File: src/rtl/tile_pixel_fetch.sv
`default_nettype none
// ============================================================================
//  Module      : tile_pixel_fetch
//  Description : Producer side of the pixel-index FIFO. Walks the screen in
//                raster order, reads the tile map RAM and then the tile
//                pattern RAM, and writes one 8-bit palette index per pixel
//                into the pixel FIFO. Honours FIFO-full backpressure and
//                restarts the frame at (0,0) whenever ScreenStop is released.
//  Ports       : MemClk        - clock, registers update on the falling edge
//                Reset         - asynchronous active-low reset
//                ScreenStop    - high = abort and hold idle
//                MAP_rdaddress - tile map read address (row base + tile col)
//                MAP_q         - tile index, one cycle after the address
//                PAT_rdaddress - {tile, fine row, fine col}
//                PAT_q         - palette index, one cycle after the address
//                PIX_data      - pixel index to the FIFO
//                PIX_wrreq     - FIFO write strobe
//                PIX_wrfull    - FIFO full
//                FrameDone     - pulse with the write of the last pixel
//  Revision    : 1.0 - initial release
// ============================================================================
module tile_pixel_fetch #(
    parameter int COLS   = 80,
    parameter int ROWS   = 60,
    parameter int MAP_AW = 13
) (
    input  logic              MemClk,
    input  logic              Reset,
    input  logic              ScreenStop,
    output logic [MAP_AW-1:0] MAP_rdaddress,
    input  logic [7:0]        MAP_q,
    output logic [13:0]       PAT_rdaddress,
    input  logic [7:0]        PAT_q,
    output logic [7:0]        PIX_data,
    output logic              PIX_wrreq,
    input  logic              PIX_wrfull,
    output logic              FrameDone
);

    localparam int X_W  = $clog2(COLS * 8);
    localparam int Y_W  = $clog2(ROWS * 8);
    localparam int TC_W = X_W - 3;

    localparam logic [X_W-1:0]    c_x_max = X_W'(COLS * 8 - 1);
    localparam logic [Y_W-1:0]    c_y_max = Y_W'(ROWS * 8 - 1);
    localparam logic [MAP_AW-1:0] c_cols  = MAP_AW'(COLS);

    localparam logic [1:0] c_idle    = 2'd0;
    localparam logic [1:0] c_map_rd  = 2'd1;
    localparam logic [1:0] c_map_wt  = 2'd2;
    localparam logic [1:0] c_pat_run = 2'd3;

    logic [1:0]        r_state;
    logic [1:0]        w_state_next;

    // Position of the next pattern read to issue
    logic [X_W-1:0]    r_x;
    logic [Y_W-1:0]    r_y;
    logic [MAP_AW-1:0] r_row_base;
    logic [7:0]        r_tile;

    // Pattern read in flight (lands in the skid buffer at the next edge)
    logic              r_pend;
    logic              r_pend_last;

    // Two-entry skid buffer; entry 0 is the head presented to the FIFO
    logic [1:0]        r_cnt;
    logic [7:0]        r_dat0;
    logic [7:0]        r_dat1;
    logic              r_lst0;
    logic              r_lst1;

    logic              w_pop;
    logic [1:0]        w_cnt_next;
    logic              w_room;
    logic              w_issue;
    logic              w_tile_ld;
    logic              w_x_last;
    logic              w_y_last;
    logic [MAP_AW-1:0] w_next_row_base;
    logic [TC_W-1:0]   w_next_tcol;

    // Writes are gated by ScreenStop so a stop coinciding with the last pixel
    // produces neither the write nor the FrameDone pulse.
    assign w_pop      = (r_cnt != 2'd0) && !PIX_wrfull && !ScreenStop;
    assign PIX_wrreq  = w_pop;
    assign FrameDone  = w_pop && r_lst0;
    assign PIX_data   = r_dat0;

    // A new read lands one edge after issue, possibly with no pop at that
    // edge, so issue only if the buffer will hold at most one entry after
    // the current edge.
    assign w_cnt_next = r_cnt + {1'b0, r_pend} - {1'b0, w_pop};
    assign w_room     = (w_cnt_next <= 2'd1);

    assign w_x_last   = (r_x == c_x_max);
    assign w_y_last   = (r_y == c_y_max);

    // Row base after the current issue: unchanged within a scanline, steps
    // by COLS after the eighth scanline of a tile row, wraps to 0 at frame end.
    always_comb begin
        w_next_row_base = r_row_base;
        w_next_tcol     = r_x[X_W-1:3] + 1'b1;
        if (w_x_last) begin
            w_next_tcol = '0;
            if (w_y_last) begin
                w_next_row_base = '0;
            end else if (r_y[2:0] == 3'd7) begin
                w_next_row_base = r_row_base + c_cols;
            end
        end
    end

    // ---------------------------------------------------------------- FSM
    always_ff @(negedge MemClk or negedge Reset) begin
        if (!Reset) begin
            r_state <= c_idle;
        end else begin
            r_state <= w_state_next;
        end
    end

    always_comb begin
        w_state_next = r_state;
        case (r_state)
            c_idle:    w_state_next = c_map_rd;
            c_map_rd:  w_state_next = c_map_wt;
            c_map_wt:  w_state_next = c_pat_run;
            c_pat_run: if (w_issue && (r_x[2:0] == 3'd7)) w_state_next = c_map_rd;
            default:   w_state_next = c_idle;
        endcase
        if (ScreenStop) begin
            w_state_next = c_idle;
        end
    end

    always_comb begin
        w_issue   = 1'b0;
        w_tile_ld = 1'b0;
        case (r_state)
            c_map_wt:  w_tile_ld = !ScreenStop;
            c_pat_run: w_issue   = w_room && !ScreenStop;
            default: ;
        endcase
    end

    // ------------------------------------------------------ fetch datapath
    always_ff @(negedge MemClk or negedge Reset) begin
        if (!Reset) begin
            r_x           <= '0;
            r_y           <= '0;
            r_row_base    <= '0;
            r_tile        <= '0;
            r_pend        <= 1'b0;
            r_pend_last   <= 1'b0;
            MAP_rdaddress <= '0;
            PAT_rdaddress <= '0;
        end else if (ScreenStop) begin
            r_x           <= '0;
            r_y           <= '0;
            r_row_base    <= '0;
            r_tile        <= '0;
            r_pend        <= 1'b0;
            r_pend_last   <= 1'b0;
            MAP_rdaddress <= '0;
            PAT_rdaddress <= '0;
        end else begin
            r_pend      <= w_issue;
            r_pend_last <= w_issue && w_x_last && w_y_last;
            if (w_tile_ld) begin
                r_tile <= MAP_q;
            end
            if (w_issue) begin
                PAT_rdaddress <= {r_tile, r_y[2:0], r_x[2:0]};
                r_row_base    <= w_next_row_base;
                if (w_x_last) begin
                    r_x <= '0;
                    r_y <= w_y_last ? '0 : r_y + 1'b1;
                end else begin
                    r_x <= r_x + 1'b1;
                end
                // Last fine column: present the next tile's map address so it
                // is stable for the whole MAP_RD/MAP_WT pair.
                if (r_x[2:0] == 3'd7) begin
                    MAP_rdaddress <= w_next_row_base + MAP_AW'(w_next_tcol);
                end
            end
        end
    end

    // --------------------------------------------------------- skid buffer
    always_ff @(negedge MemClk or negedge Reset) begin
        if (!Reset) begin
            r_cnt  <= 2'd0;
            r_dat0 <= '0;
            r_dat1 <= '0;
            r_lst0 <= 1'b0;
            r_lst1 <= 1'b0;
        end else if (ScreenStop) begin
            r_cnt  <= 2'd0;
            r_dat0 <= '0;
            r_dat1 <= '0;
            r_lst0 <= 1'b0;
            r_lst1 <= 1'b0;
        end else begin
            r_cnt <= w_cnt_next;
            case ({r_pend, w_pop})
                2'b10: begin
                    if (r_cnt == 2'd0) begin
                        r_dat0 <= PAT_q;
                        r_lst0 <= r_pend_last;
                    end else begin
                        r_dat1 <= PAT_q;
                        r_lst1 <= r_pend_last;
                    end
                end
                2'b01: begin
                    r_dat0 <= r_dat1;
                    r_lst0 <= r_lst1;
                end
                2'b11: begin
                    if (r_cnt == 2'd1) begin
                        r_dat0 <= PAT_q;
                        r_lst0 <= r_pend_last;
                    end else begin
                        r_dat0 <= r_dat1;
                        r_lst0 <= r_lst1;
                        r_dat1 <= PAT_q;
                        r_lst1 <= r_pend_last;
                    end
                end
                default: ;
            endcase
        end
    end

endmodule
`default_nettype wire

File: config.mk
export PLATFORM = sky130hd
export DESIGN_NAME = tile_pixel_fetch
export DESIGN_NICKNAME = d
export VERILOG_FILES = /design/src/rtl/tile_pixel_fetch.sv
export SDC_FILE = /design/constraint.sdc
export NUM_CORES = 1
export LEC_CHECK = 0
export BUFFER_PORTS_ARGS = -buffer_cell sky130_fd_sc_hd__buf_2
export CELL_PAD_IN_SITES_DETAIL_PLACEMENT = 2
export CELL_PAD_IN_SITES_GLOBAL_PLACEMENT = 2
export CORE_MARGIN = 1.5
export CORE_UTILIZATION = 34
export DETAILED_ROUTE_END_ITERATION = 16
export PLACE_DENSITY = 0.79
export SLEW_MARGIN = 20
export SYNTH_ARGS = -nofsm -noshare
export SYNTH_HDL_FRONTEND = slang
export SYNTH_SLANG_ARGS = --single-unit
File: constraint.sdc
create_clock -name MemClk -period 4.1 [get_ports MemClk]
set_input_delay 0.82 -clock MemClk [delete_from_list [all_inputs] [get_ports MemClk]]
set_output_delay 0.82 -clock MemClk [all_outputs]
set_load 0.1 [all_outputs]
==> impl_metrics.ini, run 1 <==
[worst_setup_path]
cp_max_fo = 7
endpoint_kind = flip-flop
cp_slowest_cell = xnor3_2
worstSetupPathType = input port to flip-flop
worstPathRequired_ns = 2.24
start_kind = input port
cp_cell_sequence = buf_8 -> nor3_4 -> ha_1 -> inv_2 -> ha_4 -> xnor3_2 -> nand2_4 -> nor2_4 -> and2_4 -> o311a_1 -> a221o_1
slowest_delay_ns = 0.28
cp_num_buf_inv = 2
crit_arrival_ns = 2.65
cp_top_family = simple AND/OR/NAND/NOR gates

[synth]
synthDominantCellAreaShare_pct = 46.97
avgSynthCellArea_um2 = 9.378
synth_area_leader_cell = dfrtn_1
yosysMostFrequentCell = dfrtn_1
synthArstFlopShare_pct = 100.0
synth_cell_types = 52
netlist_instances = 517
synth_edf_count = 0
yosysSeqAreaShare_pct = 46.97
synthTopCellsByCount = dfrtn_1 (91), nand2_1 (77), a21oi_1 (48), nor2_1 (47), o21ai_0 (36)
synth_flop_cell = dfrtn_1
syn_nets = 556
ys_ff_latch = 91
synth_warnings = 0
synth_area_leaders = dfrtn_1 (47%), nand2_1 (6.0%), mux2i_1 (5.8%)
syn-cell-area_um2 = 4848

[clock_tree]
clkLatencyLatePin_ns = 0.35
cts_tree = done
path_clk_slew_ns = 0.05
cts_hold_buf = 0
clockBufferDepth = 2
cts_htree_levels = 3
numClockSinks = 91
ctsRootBufferMaster = clkbuf_16
cts_buffers = 9

[pwr]
combPwrFrac_pct = 20.5
vdd_drop_max_mv = 0.1489
intPower_mw = 1.515
switching_share_pct = 31.81
seqPwrFrac_pct = 43.4
power.density_nw_per_um2 = 350.2
clock_power_share_pct = 36.1
p_sw_mw = 0.7067
finalPower_mw = 2.221
power.leakage_nw = 2.984

[timing]
slew_headroom_pct = 59.16
tightest_slew_ns = 0.6126
finalSetupTns_ns = -17.08
finalMaxSlewViolations = 0
finalClockSkew_ns = 0.008154
setup_viol = 63
rsz0062_at_grt = true
fin_hold_ws_ns = 0.4324
final_hold_viol_count = 0
layout_setup_ws_ns = -0.4039

[cells_and_area]
antenna_cells = 0
finalNonFillerCells = 791
area_growth_pct = 30.84
finalNetCount = 645
fin_area_um2 = 6344
fin_util_pct = 45.70
drive_gt1_share_pct = 28.31
fillers = 1471

[die]
coreArea_um2 = 13880
die-area_um2 = 14990
start_util_pct = 34.93
io-pin-count = 57
rows = 43
die_y_um = 122.4
die_w_um = 122.4

[drt]
met2WireLength_um = 7996
top_layer = met4
wl_met3_um = 368
routedLengthMet1_um = 6776
ant_nets = 0
vias_per_cell = 5.420
dr.first_iter.drc_count = 144
dr.pass1.iters = 4
vias = 4287
drcViolationCount = 0
finalWirelength_um = 15510
wl_per_cell_um = 19.61

[grt]
antenna_found_initial = 0
grt_usage_pct = 21.24
grt_max_degree = 71
grt_pass1_wl_um = 24520
overflow = 0
grt_pass1_vias = 4722

[hold_path]
hold_class = flip-flop to flip-flop

[placed_design]
dpl-instance-area_um2 = 5649
portBuffers = 56
gp_congestion = 0.7841
pre_cts_ws_ns = -0.9588
dp_hpwl_um = 10930
dpl.cell_count = 763

[outcome]
status = complete, but fails checks
violations = setup timing

[run]
cap_viol_max_count = 0
==> cells by family after synthesis <==
group	after synthesis	synth area share, %
DFF	91	46.97
adders and majority gates	19	5.058
AOI/OAI and AO/OA	107	12.62
xor gates and xnor gates	21	4.232
and+or+nand+nor	217	22.30
muxes	29	6.013
buffers and inverters	33	2.813
==> registers in the layout (all words and copies together) (netlist names), 2 cells and up <==
register	count
r_state	2
r_y	9
PAT_rdaddress	14
MAP_rdaddress	13
r_cnt	2
r_x	10
r_row_base	13
r_tile	8
PIX_data	8
r_dat1	8
==> final timing paths <==
kind	start	cells after the start	slack, ns	endpoint
min in group asynchronous	Reset	1	2.35	MAP_rdaddress[12]$_DFFE_NN0P_
min reg2reg	PIX_data[6]$_DFFE_NN0P_	2	0.43	PIX_data[6]$_DFFE_NN0P_
max reg2reg	r_x[0]$_DFFE_NN0P_	12	0.29	MAP_rdaddress[11]$_DFFE_NN0P_
min	PIX_data[6]$_DFFE_NN0P_	2	0.43	PIX_data[6]$_DFFE_NN0P_
max in group asynchronous	Reset	2	1.16	r_y[6]$_DFFE_NN0P_
max	PIX_wrfull	11	-0.40	MAP_rdaddress[11]$_DFFE_NN0P_
==> final cells by class <==
type	instances	area, um^2	share of cell area, %
Timing Repair Buffer	102	874.6	13.79
Multi-Input combinational cell	393	2654	41.83
Clock buffer	10	229.0	3.609
Tap cell	180	225.2	3.550
Inverter	9	33.78	0.5325
Sequential cell	91	2277	35.90
Clock inverter	6	50.05	0.7890
==> repair_timing <==
item | 4_1_cts | 5_1_grt
endpoints found under the setup margin | 69 | 72
buffers inserted | 7 | 7
pin swaps | 20 | 17
gates resized for setup | 59 | 47
==> worst reg2reg max path, stage by stage (launching register included) <==
cell and delay (ns):
dfrtn_1 0.51, ha_1 0.27, nand2_1 0.17, nor3_1 0.36
nand2_1 0.17, and2_1 0.22, ha_1 0.30, a21o_1 0.19
a21oi_1 0.35, nor2_1 0.13, o311ai_1 0.52, nor3_1 0.13
a221o_1 0.33
==> layer usage <==
metal / track usage (%) / vias up
li1: - / 1990
met1: 26.44 / 2202
met2: 37.95 / 69
met3: 2.370 / 26
met4: 7.631 / 0
met5: 0 / -
==> power groups by stage <==
stage          logic [mW]  clock network [mW]  registers (mW)
3_5_place_dp        0.395                   0           0.981
2_1_floorplan       0.141                   0            1.09
6_report            0.454               0.802           0.965
4_1_cts             0.433               0.817           0.966
3_3_place_gp        0.378                   0           0.977
5_1_grt             0.486               0.854           0.969
==> cell usage in the layout (no fill, tap or decap), types with 6 or more instances in the layout <==
| master | netlist | layout |
|---|---|---|
| mux2i_1 | 28 | 28 |
| nand3b_1 | 6 | 6 |
| clkbuf_4 | 0 | 10 |
| buf_12 | 0 | 9 |
| clkbuf_16 | 0 | 9 |
| o21ai_2 | 0 | 6 |
| a21oi_1 | 48 | 45 |
| nand2b_1 | 6 | 6 |
| nand2_2 | 0 | 10 |
| xnor2_1 | 11 | 10 |
| xor2_1 | 8 | 8 |
| o21ai_1 | 0 | 9 |
| nor2_1 | 47 | 42 |
| ha_1 | 18 | 17 |
| buf_4 | 1 | 29 |
| and3_1 | 8 | 7 |
| inv_1 | 9 | 8 |
| o21ai_0 | 36 | 21 |
| nor3_1 | 11 | 8 |
| buf_6 | 1 | 13 |
| nand2_1 | 77 | 65 |
| dfrtn_1 | 91 | 91 |
| nand3_1 | 21 | 17 |
| and2_1 | 15 | 11 |
| buf_2 | 1 | 36 |
Note: power is estimated with default switching activity, not from simulation.
==> run 2, diff against run 1 <==
--- a/config.mk
+++ b/config.mk
@@ -8,6 +8,7 @@
 export BUFFER_PORTS_ARGS = -buffer_cell sky130_fd_sc_hd__buf_2
 export CELL_PAD_IN_SITES_DETAIL_PLACEMENT = 2
 export CELL_PAD_IN_SITES_GLOBAL_PLACEMENT = 2
+export CORE_ASPECT_RATIO = 1.75
 export CORE_MARGIN = 1.5
 export CORE_UTILIZATION = 34
 export DETAILED_ROUTE_END_ITERATION = 16
==> run 2 against run 1 <==
  * The flow still finishes with violations (setup timing)
  * Sequential power about the same
  * Critical path depth unchanged
  * Critical path type unchanged
  * Combinational power up 9.0%
  * Critical endpoint is now r_row_base[4]$_DFFE_NN0P_
  * Flip-flop and latch count unchanged
  * Total power up 3.9%
  * Global-route usage up 1.1 points
==> impl_metrics.ini, run 2 (synthesis results as in run 1) <==
[pwr]
vdd_drop_max_mv = 0.2340
power.density_nw_per_um2 = 362.3
power.leakage_nw = 2.976

[clock_tree]
path_clk_slew_ns = 0.05
cts_hold_buf = 0
clockBufferDepth = 2
cts_tree = done
numClockSinks = 91
cts_htree_levels = 3
clkLatencyLatePin_ns = 0.36
cts_buffers = 9
ctsRootBufferMaster = clkbuf_16

[timing]
rsz0062_at_grt = true
layout_setup_ws_ns = -0.3706
finalMaxSlewViolations = 0
slew_headroom_pct = 60.35
fin_hold_ws_ns = 0.4276
tightest_slew_ns = 0.5855
finalClockSkew_ns = 0.01154
setup_viol = 64
final_hold_viol_count = 0

[hold_path]
min_to = MAP_rdaddress[1]$_DFFE_NN0P_
hold_class = flip-flop to flip-flop
min_from = MAP_rdaddress[1]$_DFFE_NN0P_
holdPathStages = 2

[grt]
antenna_found_initial = 0
use_met3_pct = 3.343
use_met1_pct = 23.89
grt_max_degree = 92
use_met2_pct = 43.02
grt_pass1_wl_um = 25960
grt_pass1_vias = 4958
grt-busiest-layer = met2
overflow = 0
grt_usage_pct = 22.33

[cells_and_area]
regMostFlops = PAT_rdaddress
layout_commonest_cell = dfrtn_1
drive_gt1_share_pct = 27.66
fillers = 1499
reg_top3 = PAT_rdaddress x14, MAP_rdaddress x13, r_row_base x13
antenna_cells = 0
area_growth_pct = 31.41
largest_register_ff_count = 14
finalNetCount = 645
layout_common_cells = dfrtn_1 (91), nand2_1 (66), a21oi_1 (44)
fin_util_pct = 45.81

[worst_setup_path]
worstSetupPathType = input port to flip-flop
cp_max_fo = 13
start_kind = input port
crit_arrival_ns = 2.59
reg2reg_depth = 13
r2r_setup_slack_ns = 0.21
r2r_end = MAP_rdaddress[11]$_DFFE_NN0P_
endpoint_kind = flip-flop
reg2reg_from = r_x[0]$_DFFE_NN0P_
worstPathRequired_ns = 2.22

[die]
coreArea_um2 = 13910
rows = 57
io-pin-count = 57
start_util_pct = 34.86
die-area_um2 = 15010
die_y_um = 161.0
die_w_um = 93.27

[drt]
vias = 4344
vias_per_cell = 5.513
finalWirelength_um = 16900
dr.pass1.iters = 4
dr.first_iter.drc_count = 125
ant_nets = 0
wl_per_cell_um = 21.44
drcViolationCount = 0

[placed_design]
gp_congestion = 0.8212
portBuffers = 56
dp_hpwl_um = 10250

[outcome]
violations = setup timing
status = complete, but fails checks

[run]
cap_viol_max_count = 0
-- run 2: cell count changes in the layout (fill, tap and decap cells not counted), sizes merged --
cell,delta
clkbuf,+4
inv,+4
clkinv,-3
buf,-5
-- run 2: repair_timing --
action / in CTS / in global routing
pin swaps: 15 / 5
gates resized for setup: 55 / 40
buffers inserted: 11 / 9
setup endpoints to repair: 65 / 81
gates cloned: 2 / 1
-- run 2: through the flow --
stage	total power [mW]	TNS, ns	cells	area (um^2)	setup WS (ns)
6_report	2.308	-18.39	788	6371	-0.3706
5_1_grt	2.394	-21.64	788	6371	-0.4325
4_1_cts	2.284	-16.49	780	6168	-0.3316
3_5_place_dp	1.351	-46.20	751	5553	-0.8827
3_3_place_gp	1.336	-41.08	751	5553	-0.7550
2_1_floorplan	1.229	-89.78	517	4920	-1.475
-- run 2: area by class of cell --
type / instances / area, um^2 / area share [%]
clock buffers: 9 / 225.2 / 3.535
repair buffers: 102 / 893.4 / 14.02
inverters: 9 / 36.28 / 0.5695
multi-input cells: 393 / 2653 / 41.63
flip-flops and latches: 91 / 2277 / 35.74
clock inverters: 7 / 65.06 / 1.021
well taps: 177 / 221.5 / 3.476
-- run 2: worst max path at each step --
| stage | start | to | slack (ns) | cells after the start |
|---|---|---|---|---|
| 6_report | PIX_wrfull | r_row_base[4]$_DFFE_NN0P_ | -0.37 | 11 |
| 5_1_grt | PIX_wrfull | r_row_base[7]$_DFFE_NN0P_ | -0.43 | 13 |
| 4_1_cts | ScreenStop | MAP_rdaddress[11]$_DFFE_NN0P_ | -0.33 | 11 |
| 3_5_place_dp | PIX_wrfull | r_y[7]$_DFFE_NN0P_ | -0.88 | 12 |
| 3_3_place_gp | PIX_wrfull | r_y[7]$_DFFE_NN0P_ | -0.75 | 12 |
| 2_1_floorplan | ScreenStop | MAP_rdaddress[11]$_DFFE_NN0P_ | -1.48 | 12 |
-- run 2: power by group --
| part | internal (mW) | switching [mW] |
|---|---|---|
| registers | 0.940 | 0.0279 |
| logic | 0.178 | 0.317 |
| clock network | 0.430 | 0.416 |
-- run 2: worst max-delay path, cell delays in order --
cell and delay (ns):
buf_8 0.10, nor3_4 0.22, ha_4 0.24, inv_4 0.05, ha_4 0.11, xnor3_2 0.29, nand2_4 0.17, buf_4 0.25
nor4_1 0.09, a21oi_1 0.19, nor2_1 0.07
-- run 2: per-layer routing --
metal  vias up  share of wire, %
met2        92                58
met4         0               2.4
met3        26               2.6
met5         -                 0
met1      2244                37
li1       1982                 -
==> run 3, diff against run 2 <==
--- a/config.mk
+++ b/config.mk
@@ -5,7 +5,7 @@
 export SDC_FILE = /design/constraint.sdc
 export NUM_CORES = 1
 export LEC_CHECK = 0
-export BUFFER_PORTS_ARGS = -buffer_cell sky130_fd_sc_hd__buf_2
+export BUFFER_PORTS_ARGS = -buffer_cell sky130_fd_sc_hd__clkbuf_2
 export CELL_PAD_IN_SITES_DETAIL_PLACEMENT = 2
 export CELL_PAD_IN_SITES_GLOBAL_PLACEMENT = 2
 export CORE_ASPECT_RATIO = 1.75
@@ -13,7 +13,7 @@
 export CORE_UTILIZATION = 34
 export DETAILED_ROUTE_END_ITERATION = 16
 export PLACE_DENSITY = 0.79
-export SLEW_MARGIN = 20
+export RECOVER_POWER = 100
 export SYNTH_ARGS = -nofsm -noshare
 export SYNTH_HDL_FRONTEND = slang
 export SYNTH_SLANG_ARGS = --single-unit
==> run 3 against run 2 <==
  * The flow still finishes with violations (setup timing)
  * Global-route usage is 3.4 points higher
  * Core utilization is 2.9 points higher
  * Register-to-register slack worse by 0.55 ns
  * Clock power is 21% higher
  * Sequential power hardly changed
  * Worst hold slack hardly changed
  * Count of clock-buffer cells in the layout is 1 higher
  * Critical path depth is 1 higher
  * Via count is 1.5% higher
  * Die area stayed put
  * Combinational power is 4% higher
  * Worst setup slack worse by 0.11 ns
  * Critical path type unchanged
==> impl_metrics.ini, run 3 (synthesis results as in run 1) <==
[cells_and_area]
reg_top3 = PAT_rdaddress x14, MAP_rdaddress x13, r_row_base x13
antenna_cells = 0
multi_input_area_um2 = 2899
seq_area_um2 = 2277
layout_commonest_cell = dfrtn_1
layout_common_cells = dfrtn_1 (91), buf_4 (48), nand2_1 (47)
fillers = 1431
finalNetCount = 642
regMostFlops = PAT_rdaddress
fin_area_um2 = 6780
area_growth_pct = 39.85
largest_register_ff_count = 14
drive_gt1_share_pct = 34.70

[grt]
antenna_found_initial = 0
overflow = 0
grt_usage_pct = 25.71
grt_max_degree = 71
grt_pass1_wl_um = 29040
grt_pass1_vias = 5107

[clock_tree]
clockBufferDepth = 2
cts_tree = done
cts_htree_levels = 3
numClockSinks = 91
ctsRootBufferMaster = clkbuf_16
cts_hold_buf = 0
cts_buffers = 9
clkLatencyLatePin_ns = 0.36
path_clk_slew_ns = 0.06

[run]
cap_viol_max_count = 0

[die]
io-pin-count = 57
coreArea_um2 = 13910
die_w_um = 93.27
die-area_um2 = 15010
rows = 57
die_y_um = 161.0
start_util_pct = 34.86

[placed_design]
portBuffers = 56
gp_congestion = 0.8057
dp_hpwl_um = 11230
dpl-instance-area_um2 = 5786

[worst_setup_path]
cp_cell_sequence = clkbuf_16 -> nor3_4 -> ha_4 -> inv_4 -> ha_4 -> xnor3_2 -> nand2_4 -> buf_12 -> or4_4 -> nor2b_2 -> o21ai_1 -> o31ai_2
cp_top_family = simple AND/OR/NAND/NOR gates
cp_num_buf_inv = 3
endpoint_kind = flip-flop
path_common_cell = ha_4
start_kind = input port
cp_max_fo = 4
cp_slowest_cell = or4_4
worstSetupPathType = input port to flip-flop
worstPathRequired_ns = 2.41
slowest_delay_ns = 0.46
crit_arrival_ns = 2.89

[pwr]
power.leakage_nw = 3.179
finalPower_mw = 2.510
vdd_drop_max_mv = 0.2651
power.density_nw_per_um2 = 370.2

[timing]
final_hold_viol_count = 0
tightest_slew_ns = 0.8629
rsz0062_at_grt = true
setup_viol = 65
layout_setup_ws_ns = -0.4795
slew_headroom_pct = 42.47
finalClockSkew_ns = 0.009837
finalMaxSlewViolations = 0

[outcome]
status = complete, but fails checks
violations = setup timing

[drt]
finalWirelength_um = 18960
ant_nets = 0
drcViolationCount = 0
vias_per_cell = 5.614
dr.first_iter.drc_count = 236
wl_per_cell_um = 24.16
vias = 4407
dr.pass1.iters = 4

[hold_path]
hold_class = flip-flop to flip-flop
-- run 3: cell types whose count changed in the layout (fill, tap and decap cells not counted), sizes merged --
cell      delta
buf          -7
bufinv       +3
clkbuf       +5
clkinvlp     -1
inv          -3
-- run 3: metal layers --
| layer | vias up | GRT usage (%) | wire length [um] |
|---|---|---|---|
| met5 | - | 0 | 0 |
| met4 | 0 | 11.71 | 687 |
| met3 | 36 | 4.426 | 509 |
| met2 | 105 | 47.66 | 10980 |
| met1 | 2295 | 27.63 | 6789 |
| li1 | 1971 | - | - |
-- run 3: worst register-to-register path: stages, from the launching register on --
cell	delay, ns
dfrtn_1	0.60
ha_1	0.32
and2_1	0.41
nand4_1	0.38
nor2_1	0.40
xnor2_1	0.19
nor2_1	0.07
ha_1	0.21
or3_1	0.45
o311ai_1	0.76
nor3_1	0.15
a221o_1	0.34
-- run 3: path summary, 6_finish.rpt --
path	start	to	slack, ns	cells past startpoint
setup / recovery	ScreenStop	r_y[7]$_DFFE_NN0P_	-0.48	12
setup reg to reg	r_x[0]$_DFFE_NN0P_	MAP_rdaddress[11]$_DFFE_NN0P_	-0.34	11
hold / removal	r_row_base[0]$_DFFE_NN0P_	r_row_base[0]$_DFFE_NN0P_	0.43	1
min in group asynchronous	Reset	r_x[4]$_DFFE_NN0P_	2.46	1
hold reg to reg	r_row_base[0]$_DFFE_NN0P_	r_row_base[0]$_DFFE_NN0P_	0.43	1
max in group asynchronous	Reset	r_dat1[7]$_DFFE_NN0P_	0.29	2
-- run 3: repair_timing --
item | in CTS | in global routing
resized for setup | 80 | 79
buffers inserted | 10 | 5
cloned | 1 | 0
pin swaps | 21 | 24
endpoints found under the hold margin | 0 | 0
setup endpoints to repair | 68 | 65
-- run 3: power by group --
group	total [mW]	switching [mW]	internal, mW	leakage, nW
sequential	0.971	0.0308	0.940	1.26
clock	1.02	0.404	0.620	0.174
combinational	0.514	0.334	0.180	1.75
-- run 3: layout make-up --
cell class / count / share of cell area [%]
inverter: 9 / 0.5352
clock inverter: 6 / 1.716
clock buffer: 10 / 3.525
tap: 177 / 3.266
sequential: 91 / 33.59
timing repair buffer: 99 / 14.62
multi-input combinational: 393 / 42.76
-- run 3: per-stage QoR --
step | hold WS [ns] | setup WS (ns) | instances | setup TNS, ns | utilization (%)
2_1_floorplan | 0.4022 | -1.475 | 517 | -89.78 | -
3_3_place_gp | 0.4163 | -0.7245 | 757 | -42.21 | 41.60
3_5_place_dp | 0.4276 | -0.8780 | 757 | -49.51 | 41.60
4_1_cts | 0.4329 | -0.3695 | 783 | -17.17 | 46.84
5_1_grt | 0.4408 | -0.5633 | 785 | -27.04 | 48.75
6_report | 0.4275 | -0.4795 | 785 | -22.73 | 48.75
